`config.mk`:
```
export PLATFORM = sky130hd
export DESIGN_NAME = tone_bank
export DESIGN_NICKNAME = d
export VERILOG_FILES = /design/src/rtl/tone_pkg.sv /design/src/rtl/tone_channel.sv /design/src/rtl/tone_bank.sv
export SDC_FILE = /design/constraint.sdc
export NUM_CORES = 2
export LEC_CHECK = 0
export BUFFER_PORTS_ARGS = -buffer_cell sky130_fd_sc_hd__buf_4
export CORE_ASPECT_RATIO = 1.75
export CORE_MARGIN = 10
export CORE_UTILIZATION = 45
export CTS_CLUSTER_SIZE = 12
export DETAILED_ROUTE_END_ITERATION = 7
export SLEW_MARGIN = 20
export SYNTH_ARGS = -nofsm -noshare
export SYNTH_HDL_FRONTEND = slang
export SYNTH_SLANG_ARGS = --single-unit
```
`constraint.sdc`:
```
create_clock -name clk -period 4.2 [get_ports clk]
set_input_delay 0.84 -clock clk [delete_from_list [all_inputs] [get_ports clk]]
set_output_delay 0.84 -clock clk [all_outputs]
set_load 0.05 [all_outputs]
```
`src/rtl/tone_pkg.sv`:
```
// Shared definitions for the tone bank: mode encodings, LFSR polynomial and seeds,
// and the mode decode that folds the reserved encoding onto off.
package tone_pkg;

   localparam logic [1:0] MODE_OFF    = 2'd0;
   localparam logic [1:0] MODE_SQUARE = 2'd1;
   localparam logic [1:0] MODE_NOISE  = 2'd2;

   localparam int LFSR_W = 8;
   // x^8+x^6+x^5+x^4+1 as a left-shifting Fibonacci register: taps b7,b5,b4,b3
   localparam logic [LFSR_W-1:0] LFSR_TAPS = 8'hB8;

   function automatic logic [LFSR_W-1:0] seed(input int unsigned i);
      seed = LFSR_W'(i + 32'd1);
   endfunction

   function automatic logic [LFSR_W-1:0] lfsr_next(input logic [LFSR_W-1:0] s);
      lfsr_next = {s[LFSR_W-2:0], ^(s & LFSR_TAPS)};
   endfunction

   function automatic logic [1:0] decode_mode(input logic [1:0] m);
      case (m)
         MODE_SQUARE: decode_mode = MODE_SQUARE;
         MODE_NOISE:  decode_mode = MODE_NOISE;
         default:     decode_mode = MODE_OFF;
      endcase
   endfunction

endpackage

```
`src/rtl/tone_channel.sv`:
```
// One tone/noise voice: double-buffered config, half-period counter, phase, LFSR,
// key synchroniser and a gate that only changes at phase boundaries or while idle.
module tone_channel
   import tone_pkg::*;
#(
   parameter int DIV_W = 24,
   parameter int IDX   = 0
) (
   input  logic             clk,
   input  logic             reset,
   input  logic             wr,
   input  logic [1:0]       mode,
   input  logic [DIV_W-1:0] half,
   input  logic             key,
   output logic             tone,
   output logic             voice
);

   logic [1:0]        act_mode_r;
   logic [1:0]        pend_mode_r;
   logic [DIV_W-1:0]  act_half_r;
   logic [DIV_W-1:0]  pend_half_r;
   logic [DIV_W-1:0]  cnt_r;
   logic              phase_r;
   logic              gate_r;
   logic [1:0]        key_sync_r;
   logic [LFSR_W-1:0] lfsr_r;
   logic              tone_r;

   logic [1:0]        wr_mode_s;
   logic              idle_s;
   logic              wrap_s;
   logic              wave_s;

   always_comb begin
      wr_mode_s = decode_mode(mode);
      idle_s    = (act_half_r == '0) || (act_mode_r == MODE_OFF);
      wrap_s    = !idle_s && (cnt_r == act_half_r - DIV_W'(1));
   end

   // A wrap promotes the pending cfg as it stood before this cycle's write
   always_ff @(posedge clk) begin
      if (!reset) begin
         act_mode_r  <= MODE_OFF;
         act_half_r  <= '0;
         pend_mode_r <= MODE_OFF;
         pend_half_r <= '0;
         cnt_r       <= '0;
         phase_r     <= 1'b0;
      end else begin
         if (wr) begin
            pend_mode_r <= wr_mode_s;
            pend_half_r <= half;
         end
         if (idle_s) begin
            if (wr) begin
               act_mode_r <= wr_mode_s;
               act_half_r <= half;
               cnt_r      <= '0;
               phase_r    <= 1'b0;
            end
         end else if (wrap_s) begin
            act_mode_r <= pend_mode_r;
            act_half_r <= pend_half_r;
            cnt_r      <= '0;
            phase_r    <= ~phase_r;
         end else begin
            cnt_r <= cnt_r + DIV_W'(1);
         end
      end
   end

   always_ff @(posedge clk) begin
      if (!reset) begin
         key_sync_r <= 2'b00;
         gate_r     <= 1'b0;
         lfsr_r     <= seed(IDX);
      end else begin
         key_sync_r <= {key_sync_r[0], key};
         if (idle_s || (wrap_s && phase_r)) begin
            gate_r <= key_sync_r[1];
         end
         if (wrap_s && !phase_r && (act_mode_r == MODE_NOISE)) begin
            lfsr_r <= lfsr_next(lfsr_r);
         end
      end
   end

   always_comb begin
      case (act_mode_r)
         MODE_SQUARE: wave_s = phase_r;
         MODE_NOISE:  wave_s = lfsr_r[0];
         default:     wave_s = 1'b0;
      endcase
   end

   always_ff @(posedge clk) begin
      if (!reset) begin
         tone_r <= 1'b0;
      end else begin
         tone_r <= gate_r & wave_s;
      end
   end

   assign tone  = tone_r;
   assign voice = gate_r & ((act_mode_r == MODE_SQUARE) || (act_mode_r == MODE_NOISE));

endmodule

```
`src/rtl/tone_bank.sv`:
```
// Multi-channel tone/noise generator: decodes config writes to channels and
// reports a registered count of live voices.
module tone_bank
   import tone_pkg::*;
#(
   parameter int NUM_CH = 8,
   parameter int DIV_W  = 24,
   parameter int CH_W   = (NUM_CH > 1) ? $clog2(NUM_CH) : 1,
   parameter int ACT_W  = $clog2(NUM_CH + 1)
) (
   input  logic              clk,
   input  logic              reset,
   input  logic              wr_en,
   input  logic [CH_W-1:0]   wr_ch,
   input  logic [1:0]        wr_mode,
   input  logic [DIV_W-1:0]  wr_half,
   input  logic [NUM_CH-1:0] key,
   output logic [NUM_CH-1:0] tone_out,
   output logic [ACT_W-1:0]  active
);

   logic [NUM_CH-1:0] wr_sel_s;
   logic [NUM_CH-1:0] voice_s;
   logic [ACT_W-1:0]  count_s;
   logic [ACT_W-1:0]  active_r;

   // Out-of-range wr_ch matches no channel and is dropped
   always_comb begin
      wr_sel_s = '0;
      for (int i = 0; i < NUM_CH; i++) begin
         if (wr_en && (wr_ch == CH_W'(i))) begin
            wr_sel_s[i] = 1'b1;
         end else begin
            wr_sel_s[i] = 1'b0;
         end
      end
   end

   for (genvar g = 0; g < NUM_CH; g++) begin : g_ch
      tone_channel #(
         .DIV_W (DIV_W),
         .IDX   (g)
      ) u_ch (
         .clk   (clk),
         .reset (reset),
         .wr    (wr_sel_s[g]),
         .mode  (wr_mode),
         .half  (wr_half),
         .key   (key[g]),
         .tone  (tone_out[g]),
         .voice (voice_s[g])
      );
   end

   always_comb begin
      count_s = '0;
      for (int i = 0; i < NUM_CH; i++) begin
         count_s = count_s + ACT_W'(voice_s[i]);
      end
   end

   always_ff @(posedge clk) begin
      if (!reset) begin
         active_r <= '0;
      end else begin
         active_r <= count_s;
      end
   end

   assign active = active_r;

endmodule

```
==> results.md <==
* Status: completed
* Initial antenna violation count at 1
* P per Cell Area at ~350 nW/um2
* Slew Limit Fails at 0
* Hold Path Stages at 2
* Worst setup margin at 260 ps
* Fin Clk Skew at approximately 23 ps
* Reg2reg start: g_ch[2].u_ch.act_half_r[9]
* Hold WC Path Type: input port to register
* Average size of a mapped cell at approximately 8 um2
* Worst endpoint required time at about 4700 ps
* Place WS at roughly 320 ps
* Post-synth top area share at 0.361
* I/O pin count at between 50 and 60
* VDD IR max at 0.000283 V
* Finish-stage setup viols at 0
* All-Layer GR Usage at 0.240
* Site row count at ~140
* Setup TNS at 0 ps
* Final cell count without fillers at approximately 6,000
* Crit path max fanout at between 40 and 50
* P_sw at between 4000 and 5000 uW
* P_int at 11,200 uW
* Core area at roughly 88,000 um2
* Slew HR at 0.337
* CTS Buffer Depth at 3
* DP Cell Count at ~5,900
* Grt ovf at 0
* Hold endpoint: g_ch[3].u_ch.key_sync_r[0]
* Top cells by count, synth: nand2_1, dfxtp_1, clkbuf_1, a21oi_1, nor2_1
* ANT nets after route at 0
* Hold wc startpoint: key[3]
* H-tree depth at 3
* Via count at ~36,000
* Starting Density at 0.452
* Final period utilization at 0.938
* PortBufs at a little over 50
* Die Y at 413 um
* WL per Instance at about 20 um
* Vias in the first global route at around 35,000
* Post-synthesis cell count at roughly 5,000
* Hold_ws at roughly 380 ps
* Vias/cell at about 6.0
* Critical Path End Type: register
* Post-CTS setup buffer count at 0
* Leakage at 0.0156 uW
* Unrepaired setup endpoints after global routing: false
* Register area share after synthesis at 0.361
* WS Path Type: register to register
* Net Count, Synth at ~5,100
* Die W at roughly 240 um
* WP data arrival at between 4000 and 5000 ps
* R2r endpoint: g_ch[2].u_ch.act_half_r[7]
* Drt first pass iters at 6
* Tmin final at 3940 ps
* Final Hold Viols at 0
* CTS buffer count at between 70 and 80
* Ys flop type: dfxtp_1
* DPL Wire Length at approximately 86 mm
* Switching fraction of total power at 0.276
* Count leader, synth: nand2_1
* Root buffer cell: clkbuf_16
* Yosys reg bits at around 720
* PnR Total Power at roughly 15,000 uW
* DRC errors left at 0
* Clk pin slew, worst setup/hold paths at approximately 60 ps
* Max-capacitance violation count at 0
* Clock power frac at 0.416
* P&R area growth vs syn at 9.60%
* Share of cells above drive strength 1 at 0.0982
* First-pass GRT wire length at 196 mm
* Number of gates resized after CTS at 0
* Worst setup SP type: register
* Largest net degree at the start of global routing at 73
* R2R Setup Slk at approximately 260 ps
* Worst-skew pair later-pin latency at ~670 ps
* Hold Buf Count CTS at 0
* Net count, final at ~4,900
* Synth async-reset ratio at 0
* CTS tree: done
* Seq pwr share at 0.457
* GPL Wtd Cong at slightly above 0.9
* Synthesized cell area at 39,700 um2
* Yosys cell types at 92
* Tightest Pin Transition at 987 ps
* EDFF count, synth at 0
* Die area at roughly 100,000 um2
* Combinational Power Share at 0.127
* Clk sinks at 716
* Largest area contributor in the netlist: dfxtp_1
* DR iter-0 viols at roughly 2,400
* Reg2Reg Depth at 9
* Max Fclk at around 250 MHz
* Ant. Diodes at 0
* Syn. warnings at 0
* Total Wirelength at 124 mm
* Cell types occupying the most area after synthesis: dfxtp_1, nand2_1, xnor2_1
-- placed cells by master (no fill, tap or decap), drive strengths merged, types with 51 or more instances in the layout --
cell type    n
xnor2      175
o21ai      160
buf        200
nor3       236
xor2       149
mux2i      152
ha          51
a31oi       52
a21oi      275
nor4        74
dfxtp      716
and2        56
clkbuf     100
nor3b       58
a211oi      53
and3        84
inv         81
nor2       274
nand3      242
nand4      134
nand2      818
-- cells by family (layout without fill, tap and decap cells) --
| kind of cell | after synthesis | after routing | synth area share |
|---|---|---|---|
| xor+xnor | 324 | 324 | 0.0715 |
| buf+inv | 494 | 391 | 0.0499 |
| compound gates | 946 | 946 | 0.163 |
| mux | 194 | 194 | 0.0502 |
| flops | 716 | 716 | 0.361 |
| simple gates | 2251 | 2251 | 0.286 |
| fa+ha+maj | 55 | 55 | 0.0181 |
-- worst max path at each step --
stage	to	cells past startpoint	startpoint
global placement	g_ch[3].u_ch.lfsr_r[4]	11	g_ch[3].u_ch.act_half_r[0]
finish	g_ch[2].u_ch.act_half_r[7]	9	g_ch[2].u_ch.act_half_r[9]
detailed placement	g_ch[1].u_ch.act_half_r[17]	11	g_ch[1].u_ch.act_half_r[0]
floorplan	g_ch[2].u_ch.act_half_r[11]	10	g_ch[2].u_ch.act_half_r[8]
CTS	g_ch[1].u_ch.act_half_r[17]	11	g_ch[1].u_ch.act_half_r[0]
global route	g_ch[1].u_ch.act_half_r[17]	11	g_ch[1].u_ch.act_half_r[0]
-- cell type report --
type	instances	area, um2
Fill cell	8572	44200
Multi-Input combinational cell	3770	23600
Sequential cell	716	14300
Clock buffer	100	2060
Timing Repair Buffer	200	1570
Tap cell	1168	1460
Inverter	78	300
Clock inverter	13	165
-- state kept, by name, indices dropped and copies added, names as in the netlist --
register	cells
active	4
g_ch.u_ch.act_half_r	192
g_ch.u_ch.act_mode_r	16
g_ch.u_ch.cnt_r	192
g_ch.u_ch.gate_r	8
g_ch.u_ch.key_sync_r	16
g_ch.u_ch.lfsr_r	64
g_ch.u_ch.pend_half_r	192
g_ch.u_ch.pend_mode_r	16
g_ch.u_ch.phase_r	8
g_ch.u_ch.tone	8
-- metrics by stage --
step,area (um2),util
finish,43500,0.496
global route,43500,0.496
CTS,43500,0.496
detailed placement,41300,0.470
global placement,41300,0.470
floorplan,39700,-
-- per-layer routing --
metal / GRT usage / wire length (um) / up-vias
met3: 0.0329 / 4870 / 325
li1: - / - / 17600
met4: 0.126 / 6320 / 2
met5: 0 / 13 / -
met2: 0.437 / 63300 / 829
met1: 0.266 / 49300 / 17300
-- power by group through the flow --
stage	clock network [uW]	registers (uW)	logic, uW
2_1_floorplan	0	7130	1330
4_1_cts	6570	7040	1940
6_report	6420	7050	1950
5_1_grt	6800	7060	2130
3_5_place_dp	0	7200	1930
3_3_place_gp	0	7190	1920
-- worst max-delay path, stage by stage, from the launching register on --
cell	delay (ps)
dfxtp_1	370
or4_1	590
or3_4	370
or4_4	520
a2111o_1	410
or4_1	500
and4bb_1	460
buf_12	260
o21ai_0	100
nor3b_2	170
No activity file was read; power rests on OpenSTA's default activity.
